--- config.mk ---
export PLATFORM = sky130hd
export DESIGN_NAME = regfile_wb_arbiter
export DESIGN_NICKNAME = d
export VERILOG_FILES = /design/src/rtl/regfile_wb_arbiter_pkg.sv /design/src/rtl/regfile_scoreboard.sv /design/src/rtl/regfile_wb_arbiter.sv
export SDC_FILE = /design/constraint.sdc
export NUM_CORES = 1
export LEC_CHECK = 0
export ABC_CLOCK_PERIOD_IN_PS = 4700
export BUFFER_PORTS_ARGS = -buffer_cell sky130_fd_sc_hd__clkbuf_2
export CAP_MARGIN = 10
export CORE_MARGIN = 2
export CORE_UTILIZATION = 35
export DETAILED_ROUTE_END_ITERATION = 10
export SETUP_SLACK_MARGIN = 0.05
export SYNTH_ARGS = -nofsm -noshare
export SYNTH_HDL_FRONTEND = slang
export SYNTH_HIERARCHICAL = 1
export SYNTH_SLANG_ARGS = --single-unit
--- constraint.sdc ---
create_clock -name i_clk -period 4.7 [get_ports i_clk]
set_input_delay 1.41 -clock i_clk [delete_from_list [all_inputs] [get_ports i_clk]]
set_output_delay 1.41 -clock i_clk [all_outputs]
set_load 0.02 [all_outputs]
--- src/rtl/regfile_wb_arbiter_pkg.sv ---
// Shared widths and grant encoding for the register-file write-port arbiter.
// No logic or state lives here. It holds only types and constants.
// Backpressure does not apply to this file.
package regfile_wb_arbiter_pkg;

    localparam int REG_ADDR_W = 5;
    localparam int DATA_W     = 32;
    localparam int NUM_REGS   = 32;

    // Which source owns the register-file write port this cycle.
    typedef enum logic [1:0] {
        GNT_NONE = 2'd0,
        GNT_WB   = 2'd1,
        GNT_MUL  = 2'd2
    } gnt_e;

endpackage

--- src/rtl/regfile_scoreboard.sv ---
// Busy-mask scoreboard for outstanding multiply results, plus the decode hazard check.
// Busy updates become visible 1 cycle after the event. The hazard output is combinational.
// There is no backpressure. The module only reports o_hazard so that decode holds.
//
// Ports: i_clk/i_rst_n clock and async active-low reset; i_set_* marks an issued multiply
// destination busy; i_clr_* clears on the multiplier write grant; i_dec_* are the decode
// sources and destination; i_rf_we/i_rf_reg are the in-flight register-file write;
// o_busy_mask is the scoreboard; o_hazard means decode must stall.
module regfile_scoreboard
    import regfile_wb_arbiter_pkg::*;
(
    input  logic                  i_clk,
    input  logic                  i_rst_n,
    input  logic                  i_set_vld,
    input  logic [REG_ADDR_W-1:0] i_set_reg,
    input  logic                  i_clr_vld,
    input  logic [REG_ADDR_W-1:0] i_clr_reg,
    input  logic [REG_ADDR_W-1:0] i_dec_rd1,
    input  logic [REG_ADDR_W-1:0] i_dec_rd2,
    input  logic                  i_dec_use1,
    input  logic                  i_dec_use2,
    input  logic                  i_dec_wr,
    input  logic [REG_ADDR_W-1:0] i_dec_dest,
    input  logic                  i_rf_we,
    input  logic [REG_ADDR_W-1:0] i_rf_reg,
    output logic [NUM_REGS-1:0]   o_busy_mask,
    output logic                  o_hazard
);

    logic [NUM_REGS-1:0] r_busy;
    logic [NUM_REGS-1:0] w_set_mask;
    logic [NUM_REGS-1:0] w_clr_mask;
    logic                w_raw;
    logic                w_waw;
    logic                w_pending_wr;

    // Register 0 is hardwired, so it is never marked busy.
    always_comb begin
        w_set_mask = '0;
        w_clr_mask = '0;
        if (i_set_vld && (i_set_reg != '0)) w_set_mask[i_set_reg] = 1'b1;
        if (i_clr_vld)                      w_clr_mask[i_clr_reg] = 1'b1;
    end

    // Set is applied after clear, so a new issue to the same register wins.
    always_ff @(posedge i_clk or negedge i_rst_n) begin
        if (!i_rst_n) r_busy <= '0;
        else          r_busy <= (r_busy & ~w_clr_mask) | w_set_mask;
    end

    assign w_raw = (i_dec_use1 && r_busy[i_dec_rd1]) || (i_dec_use2 && r_busy[i_dec_rd2]);
    assign w_waw = i_dec_wr && (i_dec_dest != '0) && r_busy[i_dec_dest];

    // The register-file write registered last edge lands at the end of this cycle.
    // A source that reads it now would see the stale value.
    assign w_pending_wr = i_rf_we && (i_rf_reg != '0) &&
                          ((i_dec_use1 && (i_dec_rd1 == i_rf_reg)) ||
                           (i_dec_use2 && (i_dec_rd2 == i_rf_reg)));

    assign o_busy_mask = r_busy;
    assign o_hazard    = i_rst_n && (w_raw || w_waw || w_pending_wr);

endmodule

--- src/rtl/regfile_wb_arbiter.sv ---
// Shares the register-file write port between WB (always wins) and the multiplier.
// The grant (o_mul_ack) is combinational. The register-file write is registered 1 cycle after the grant.
// WB cannot be stalled. A waiting multiplier raises o_wb_hold after MAX_WAIT cycles to get a bubble.
//
// Ports: i_wb_* writeback request; i_mul_issue* multiply issued; i_mul_req/reg/data held
// until o_mul_ack; i_dec_* decode operands; o_hazard_stall decode hold; o_wb_hold WB bubble
// demand; o_rf_we/reg/data register-file write port; o_busy_mask outstanding multiplies.
module regfile_wb_arbiter
    import regfile_wb_arbiter_pkg::*;
#(
    parameter int MAX_WAIT = 4
) (
    input  logic                  i_clk,
    input  logic                  i_rst_n,
    input  logic                  i_wb_we,
    input  logic [REG_ADDR_W-1:0] i_wb_reg,
    input  logic [DATA_W-1:0]     i_wb_data,
    input  logic                  i_mul_issue,
    input  logic [REG_ADDR_W-1:0] i_mul_issue_reg,
    input  logic                  i_mul_req,
    input  logic [REG_ADDR_W-1:0] i_mul_reg,
    input  logic [DATA_W-1:0]     i_mul_data,
    output logic                  o_mul_ack,
    input  logic [REG_ADDR_W-1:0] i_dec_rd1,
    input  logic [REG_ADDR_W-1:0] i_dec_rd2,
    input  logic                  i_dec_use1,
    input  logic                  i_dec_use2,
    input  logic                  i_dec_wr,
    input  logic [REG_ADDR_W-1:0] i_dec_dest,
    output logic                  o_hazard_stall,
    output logic                  o_wb_hold,
    output logic                  o_rf_we,
    output logic [REG_ADDR_W-1:0] o_rf_reg,
    output logic [DATA_W-1:0]     o_rf_data,
    output logic [NUM_REGS-1:0]   o_busy_mask
);

    localparam int CNT_W = $clog2(MAX_WAIT + 1);
    localparam logic [CNT_W-1:0] CNT_MAX = CNT_W'(MAX_WAIT);

    gnt_e                  w_gnt;
    logic                  w_mul_ack;
    logic [CNT_W-1:0]      r_wait_cnt;
    logic [CNT_W-1:0]      w_wait_cnt_nxt;
    logic                  r_wb_hold;
    logic                  r_rf_we;
    logic [REG_ADDR_W-1:0] r_rf_reg;
    logic [DATA_W-1:0]     r_rf_data;

    // A WB write to r0 is not a request, so the multiplier may take that cycle.
    always_comb begin
        w_gnt = GNT_NONE;
        if (!i_rst_n)                             w_gnt = GNT_NONE;
        else if (i_wb_we && (i_wb_reg != '0))     w_gnt = GNT_WB;
        else if (i_mul_req)                       w_gnt = GNT_MUL;
    end

    assign w_mul_ack = (w_gnt == GNT_MUL);

    // An ack to r0 retires the request without a register-file write.
    always_ff @(posedge i_clk or negedge i_rst_n) begin
        if (!i_rst_n) begin
            r_rf_we   <= 1'b0;
            r_rf_reg  <= '0;
            r_rf_data <= '0;
        end else begin
            case (w_gnt)
                GNT_WB: begin
                    r_rf_we   <= 1'b1;
                    r_rf_reg  <= i_wb_reg;
                    r_rf_data <= i_wb_data;
                end
                GNT_MUL: begin
                    r_rf_we <= (i_mul_reg != '0);
                    if (i_mul_reg != '0) begin
                        r_rf_reg  <= i_mul_reg;
                        r_rf_data <= i_mul_data;
                    end
                end
                default: r_rf_we <= 1'b0;
            endcase
        end
    end

    always_comb begin
        w_wait_cnt_nxt = '0;
        if (i_mul_req && !w_mul_ack)
            w_wait_cnt_nxt = (r_wait_cnt == CNT_MAX) ? r_wait_cnt : r_wait_cnt + 1'b1;
    end

    // The hold stays up until the multiplier is served, even if WB ignores it.
    always_ff @(posedge i_clk or negedge i_rst_n) begin
        if (!i_rst_n) begin
            r_wait_cnt <= '0;
            r_wb_hold  <= 1'b0;
        end else begin
            r_wait_cnt <= w_wait_cnt_nxt;
            if (w_mul_ack)                      r_wb_hold <= 1'b0;
            else if (w_wait_cnt_nxt == CNT_MAX) r_wb_hold <= 1'b1;
        end
    end

    regfile_scoreboard u_scoreboard (
        .i_clk       (i_clk),
        .i_rst_n     (i_rst_n),
        .i_set_vld   (i_mul_issue),
        .i_set_reg   (i_mul_issue_reg),
        .i_clr_vld   (w_mul_ack),
        .i_clr_reg   (i_mul_reg),
        .i_dec_rd1   (i_dec_rd1),
        .i_dec_rd2   (i_dec_rd2),
        .i_dec_use1  (i_dec_use1),
        .i_dec_use2  (i_dec_use2),
        .i_dec_wr    (i_dec_wr),
        .i_dec_dest  (i_dec_dest),
        .i_rf_we     (r_rf_we),
        .i_rf_reg    (r_rf_reg),
        .o_busy_mask (o_busy_mask),
        .o_hazard    (o_hazard_stall)
    );

    assign o_mul_ack = w_mul_ack;
    assign o_wb_hold = r_wb_hold;
    assign o_rf_we   = r_rf_we;
    assign o_rf_reg  = r_rf_reg;
    assign o_rf_data = r_rf_data;

endmodule

Word-level counts from Yosys, hierarchy flattened
Index checks and enable logic that the tools add are counted.
{"block": "totals", "register_bits": 74, "latch_bits": 0, "mem_bits_rw": 0, "romBits": 0, "input_bits": 102, "out_inout_bits": 73, "wordCells": 75, "n_memories": 0}
{"block": "classes", "n_addsub": 1, "mul": 0, "div": 0, "order_cmp": 7, "n_eq_ne": 7, "n_shift": 0, "n_mux": 24, "bitwise_logic": 3, "n_reduce_logical": 27}
{"op": "$mux 32", "count": 3}
{"op": "$pmux 32 s2", "count": 1}
{"op": "$and 32x32->32", "count": 1}
{"op": "$not 32->32", "count": 1}
{"op": "$or 32x32->32", "count": 1}
{"op": "$lt 5x6->1 const B", "count": 5}
{"op": "$reduce_bool 5->1", "count": 5}
{"op": "$bmux 1 s5", "count": 3}
{"op": "$logic_and 1x1->1", "count": 14}
{"op": "$demux 1 s5", "count": 2}
{"op": "$eq 5x5->1", "count": 2}
{"op": "$ge 5x1->1 const B", "count": 2}
{"op": "$pmux 5 s2", "count": 1}
{"op": "$mux 1", "count": 7}
{"op": "$eq 3x3->1 const B", "count": 2}
{"op": "$mux 2", "count": 3}
{"op": "$mux 3", "count": 2}
{"op": "$mux 5", "count": 1}
{"op": "$logic_or 1x1->1", "count": 4}
{"op": "$reduce_bool 2->1", "count": 2}
{"op": "$add 3x1->3 const B", "count": 1}
{"op": "$eq 2x1->1 const B", "count": 1}
{"op": "$eq 2x2->1 const B", "count": 1}
{"op": "$ne 2x1->1 const B", "count": 1}
{"op": "3 further kinds", "count": 3}

Logic depth before layout (Yosys ltp)
{"block": "logic_depth", "ltp_word": 11, "mapped_depth": 10, "mapped_depth_nobuf": 7}

Modules after synthesis
The synthesis kept the hierarchy.
{"module": "regfile_wb_arbiter", "n_inst": 1, "cells_per_inst": 248, "area_each_um2": 2523.7, "seq_area_each_um2": 1051.0}
{"module": "regfile_scoreboard", "n_inst": 1, "cells_per_inst": 210, "area_each_um2": 2301.0, "seq_area_each_um2": 800.8}

Worst setup path after synthesis
OpenSTA, ideal clock, no wires.
{"block": "synth_timing", "path_type": "input -> output", "start": "in i_dec_rd2[1]", "end": "out o_hazard_stall", "t_arrival_ns": 3.027, "required_ns": 3.290, "slack_ns": 0.263, "cell_stages": 6, "path_buffers": 1, "path_cell_list": "buf_6 > mux4_1 > mux4_2 > mux2_4 > nand3_2 > a31oi_1"}
{"block": "synth_via", "elab_chain_cells": 7, "elab_cells_between_ends": 11, "cone_classes": "eq/ne: 1; mux: 2; reduce/logical: 8"}
{"item": "start: declaration", "line": "regfile_wb_arbiter.sv:25", "rtl": "input logic [REG_ADDR_W-1:0] i_dec_rd2,"}
{"item": "$bmux 1 s5", "line": "regfile_scoreboard.sv:51", "rtl": "assign w_raw = (i_dec_use1 && r_busy[i_dec_rd1]) || (i_dec_use2 && r_busy[i_dec_rd2]);"}
{"item": "$mux 1 (not written as such)", "line": "regfile_scoreboard.sv:51"}
{"item": "$logic_and 1x1->1", "line": "regfile_scoreboard.sv:51"}
{"item": "$logic_or 1x1->1", "line": "regfile_scoreboard.sv:51"}
{"item": "$logic_or 1x1->1", "line": "regfile_scoreboard.sv:61", "rtl": "assign o_hazard = i_rst_n && (w_raw || w_waw || w_pending_wr);"}
{"item": "$logic_or 1x1->1 *", "line": "regfile_scoreboard.sv:61"}
{"item": "$logic_and 1x1->1 *", "line": "regfile_scoreboard.sv:61"}
{"item": "end: declaration", "line": "regfile_wb_arbiter.sv:30", "rtl": "output logic o_hazard_stall,"}
Every way passes the cells marked *; elsewhere a longest branch is shown, timed or not. The select of a mux whose other input is x is not followed.

Worst setup path in the final report
Same ends and word-level chain as after synthesis.

==> summary.txt <==
Status
  – Status: finished, final reports clean

Synthesis
  – Most frequent cells after synthesis: 74 x dfrtp_1, 66 x o21ai_0, 41 x nand3_1
  – Count leader, synth: dfrtp_1
  – Main synth FF type: dfrtp_1
  – Synth Area per Inst: 10.5 µm²
  – FFs w/ async S/R, synth: 100%
  – Synth unique cells: 45
  – Synth area leaders: dfrtp_1 38%, mux4_2 7.9%, o211ai_2 7.8%, o21ai_0 6.8%, a22oi_1 5.0%
  – FF+latch count, synth: 74
  – Top cell type's share of synthesized area: 38.4%
  – Post-synth EDFFs: 0
  – Syn_nets: 564
  – Synthesis Warnings: 6
  – Synth area leader: dfrtp_1
  – Mapped Area: 4820 µm²
  – Synth Instances: 458
  – Sequential-to-total area share from yosys stat: 38.4%

Global route
  – First-pass GRT wire length: 25400 µm
  – Pin count of the biggest net entering global routing: 55
  – Vias in the first global route: 4662
  – Initial antenna violation count: 0
  – GR Util All Layers: 22.4%
  – M3 GR Usage: 3.52%
  – Grt total ovfl: 0
  – Met2 Track Usage GR: 36.1%
  – Busiest grt layer: met2
  – Met1 Use GR: 29.9%

Finish
  – Layout cells sized above 1: 42.1%
  – Register Area: 1850 µm²
  – Area of the multi-input gates: 2750 µm²
  – N_diodes: 0
  – Area Growth Syn to Fin: 26.2%
  – Fillers: 1312
  – # nets final: 718

Setup path
  – WP data required: 3.29 ns
  – Crit path max fanout: 7
  – Crit path DAT: 3.14 ns
  – Critical path startpoint category: primary input
  – Setup CP Type: in -> out
  – Endpoint class of the critical path: output pin

Route
  – Initial DRC Count: 472
  – Post-route ant nets: 0
  – Drt drc: 0
  – Via-per-instance ratio: 5.97
  – First-pass iteration count of the detailed router: 5
  – Drt wl/cell: 20.8 µm
  – DR vias: 4737
  – Final Routed Wirelength: 16500 µm

Clocking
  – TritonCTS clock tree: done
  – Max Root-Sink Buffers: 2
  – Hold-fix buffers, CTS: 0
  – CTS Root Cell: clkbuf_16
  – CTS H-tree depth: 3
  – Clock-pin slew on the worst setup and hold paths: 0.06 ns
  – CTS Sinks: 74
  – Clock Latency Late Sink: 0.33 ns
  – Postcts setup bufs: 0
  – CTS buffer count: 9

Floorplanning
  – Initial core utilization: 36.1%
  – Core ar.: 13300 µm²
  – Die X: 121 µm
  – Core Rows: 42
  – Die Y-Extent: 121 µm
  – I/O Pins: 175
  – Die area: 14700 µm²

STA
  – Slew margin rel.: 22.6%
  – Min Clock Period, post-route: 4.55 ns
  – Max Freq: 220 MHz
  – Total negative slack: 0 ns
  – Setup violators final: 0
  – Setup Skew: 0.000105 ns
  – Slew @ Worst Pin: 1.15 ns
  – Hold_ws: 0.494 ns
  – Hold Vio Cnt, Final: 0
  – RSZ-0062 raised after global routing: false
  – Final Cycle Share: 96.9%
  – Max-slew violations: 0

Hold path
  – Hold Crit Class: reg -> reg

Pwr
  – Pwr dens: 388 nW/µm²
  – Lkg Pwr: 0.00268 µW
  – Max VDD drop: 133 µV

Placed design
  – Buffers on Ports: 174
  – Post-DP HPWL: 11700 µm
  – Routability congestion estimate from global placement: 0.923

Job
  – Max Cap Viol: 0
==> per-layer routing <==
metal  vias to the layer above  part of all wire (%)
li1                       2129                     -
met1                      2338                    42
met2                       232                    49
met3                        38                   7.2
met4                         0                   2.3
met5                         -                     0
==> per-stage QoR <==
step | std cells | worst slack (ns) | instance area [µm²] | utilization [%] | power [µW]
after floorplan | 458 | 0.263 | 4820 | - | 1360
after global placement | 777 | 0.0747 | 5800 | 43.5 | 1690
after detailed placement | 777 | -0.00743 | 5800 | 43.5 | 1710
after CTS | 793 | 0.0658 | 6090 | 45.6 | 2370
after global routing | 793 | 0.0865 | 6090 | 45.6 | 2480
final | 793 | 0.145 | 6090 | 45.6 | 2360
==> cells in the final DEF, fill, tap and decap left out, drive strengths merged, types with 6 or more instances in the layout <==
cell	count
a21oi	8
a22oi	32
buf	12
clkbuf	186
dfrtp	74
inv	6
mux2i	13
mux4	24
nand2	10
nand3	42
nand3b	12
nand4	33
nor2	10
o211ai	34
o21ai	67
xor2	8
==> where the power goes <==
part | internal [µW] | switching [µW] | total (µW) | leakage [µW]
clock network | 402 | 257 | 659 | 0.000136
logic | 316 | 427 | 743 | 0.00165
registers | 763 | 200 | 963 | 0.000894
==> layout make-up <==
| type | instances | area share [%] |
|---|---|---|
| multi-input cells | 336 | 45.2 |
| flip-flops and latches | 74 | 30.4 |
| inverters | 8 | 0.493 |
| well taps | 176 | 3.62 |
| clock buffers | 15 | 4.56 |
| clock inverters | 1 | 0.123 |
| repair buffers | 183 | 15.6 |
==> path summary, 6_finish.rpt <==
kind                                     from        endpoint  slack [ns]  cells after the start
worst min-delay path                o_wb_hold       o_wb_hold        0.49                      2
worst max-delay path             i_dec_rd2[1]  o_hazard_stall        0.15                      7
min in group asynchronous             i_rst_n     o_rf_reg[1]        1.20                      2
worst min register to register      o_wb_hold       o_wb_hold        0.49                      2
worst max register to register  r_wait_cnt[0]       o_wb_hold        3.42                      5
max in group asynchronous             i_rst_n   o_rf_data[12]        3.05                      2
==> repair_timing <==
item	CTS	global route
endpoints found under the hold margin	0	0
gates resized for setup	2	5
endpoints found under the setup margin	1	1
==> cells by family after synthesis <==
family / Yosys count / share of synthesized area, %
adder cells (fa/ha/maj): 4 / 1.04
XOR/XNOR: 10 / 1.82
flip-flops: 74 / 38.4
AO/OA/AOI/OAI: 154 / 23.2
multiplexers: 40 / 15.2
AND/OR/NAND/NOR: 128 / 15.5
buffers and inverters: 48 / 4.82
==> worst max-delay path, stage by stage <==
cell	delay, ns
buf_6	0.12
mux4_1	0.54
mux4_2	0.47
mux2_4	0.27
nand3_2	0.07
a31oi_1	0.09
buf_4	0.17
No activity file was read; power rests on OpenSTA's default activity.
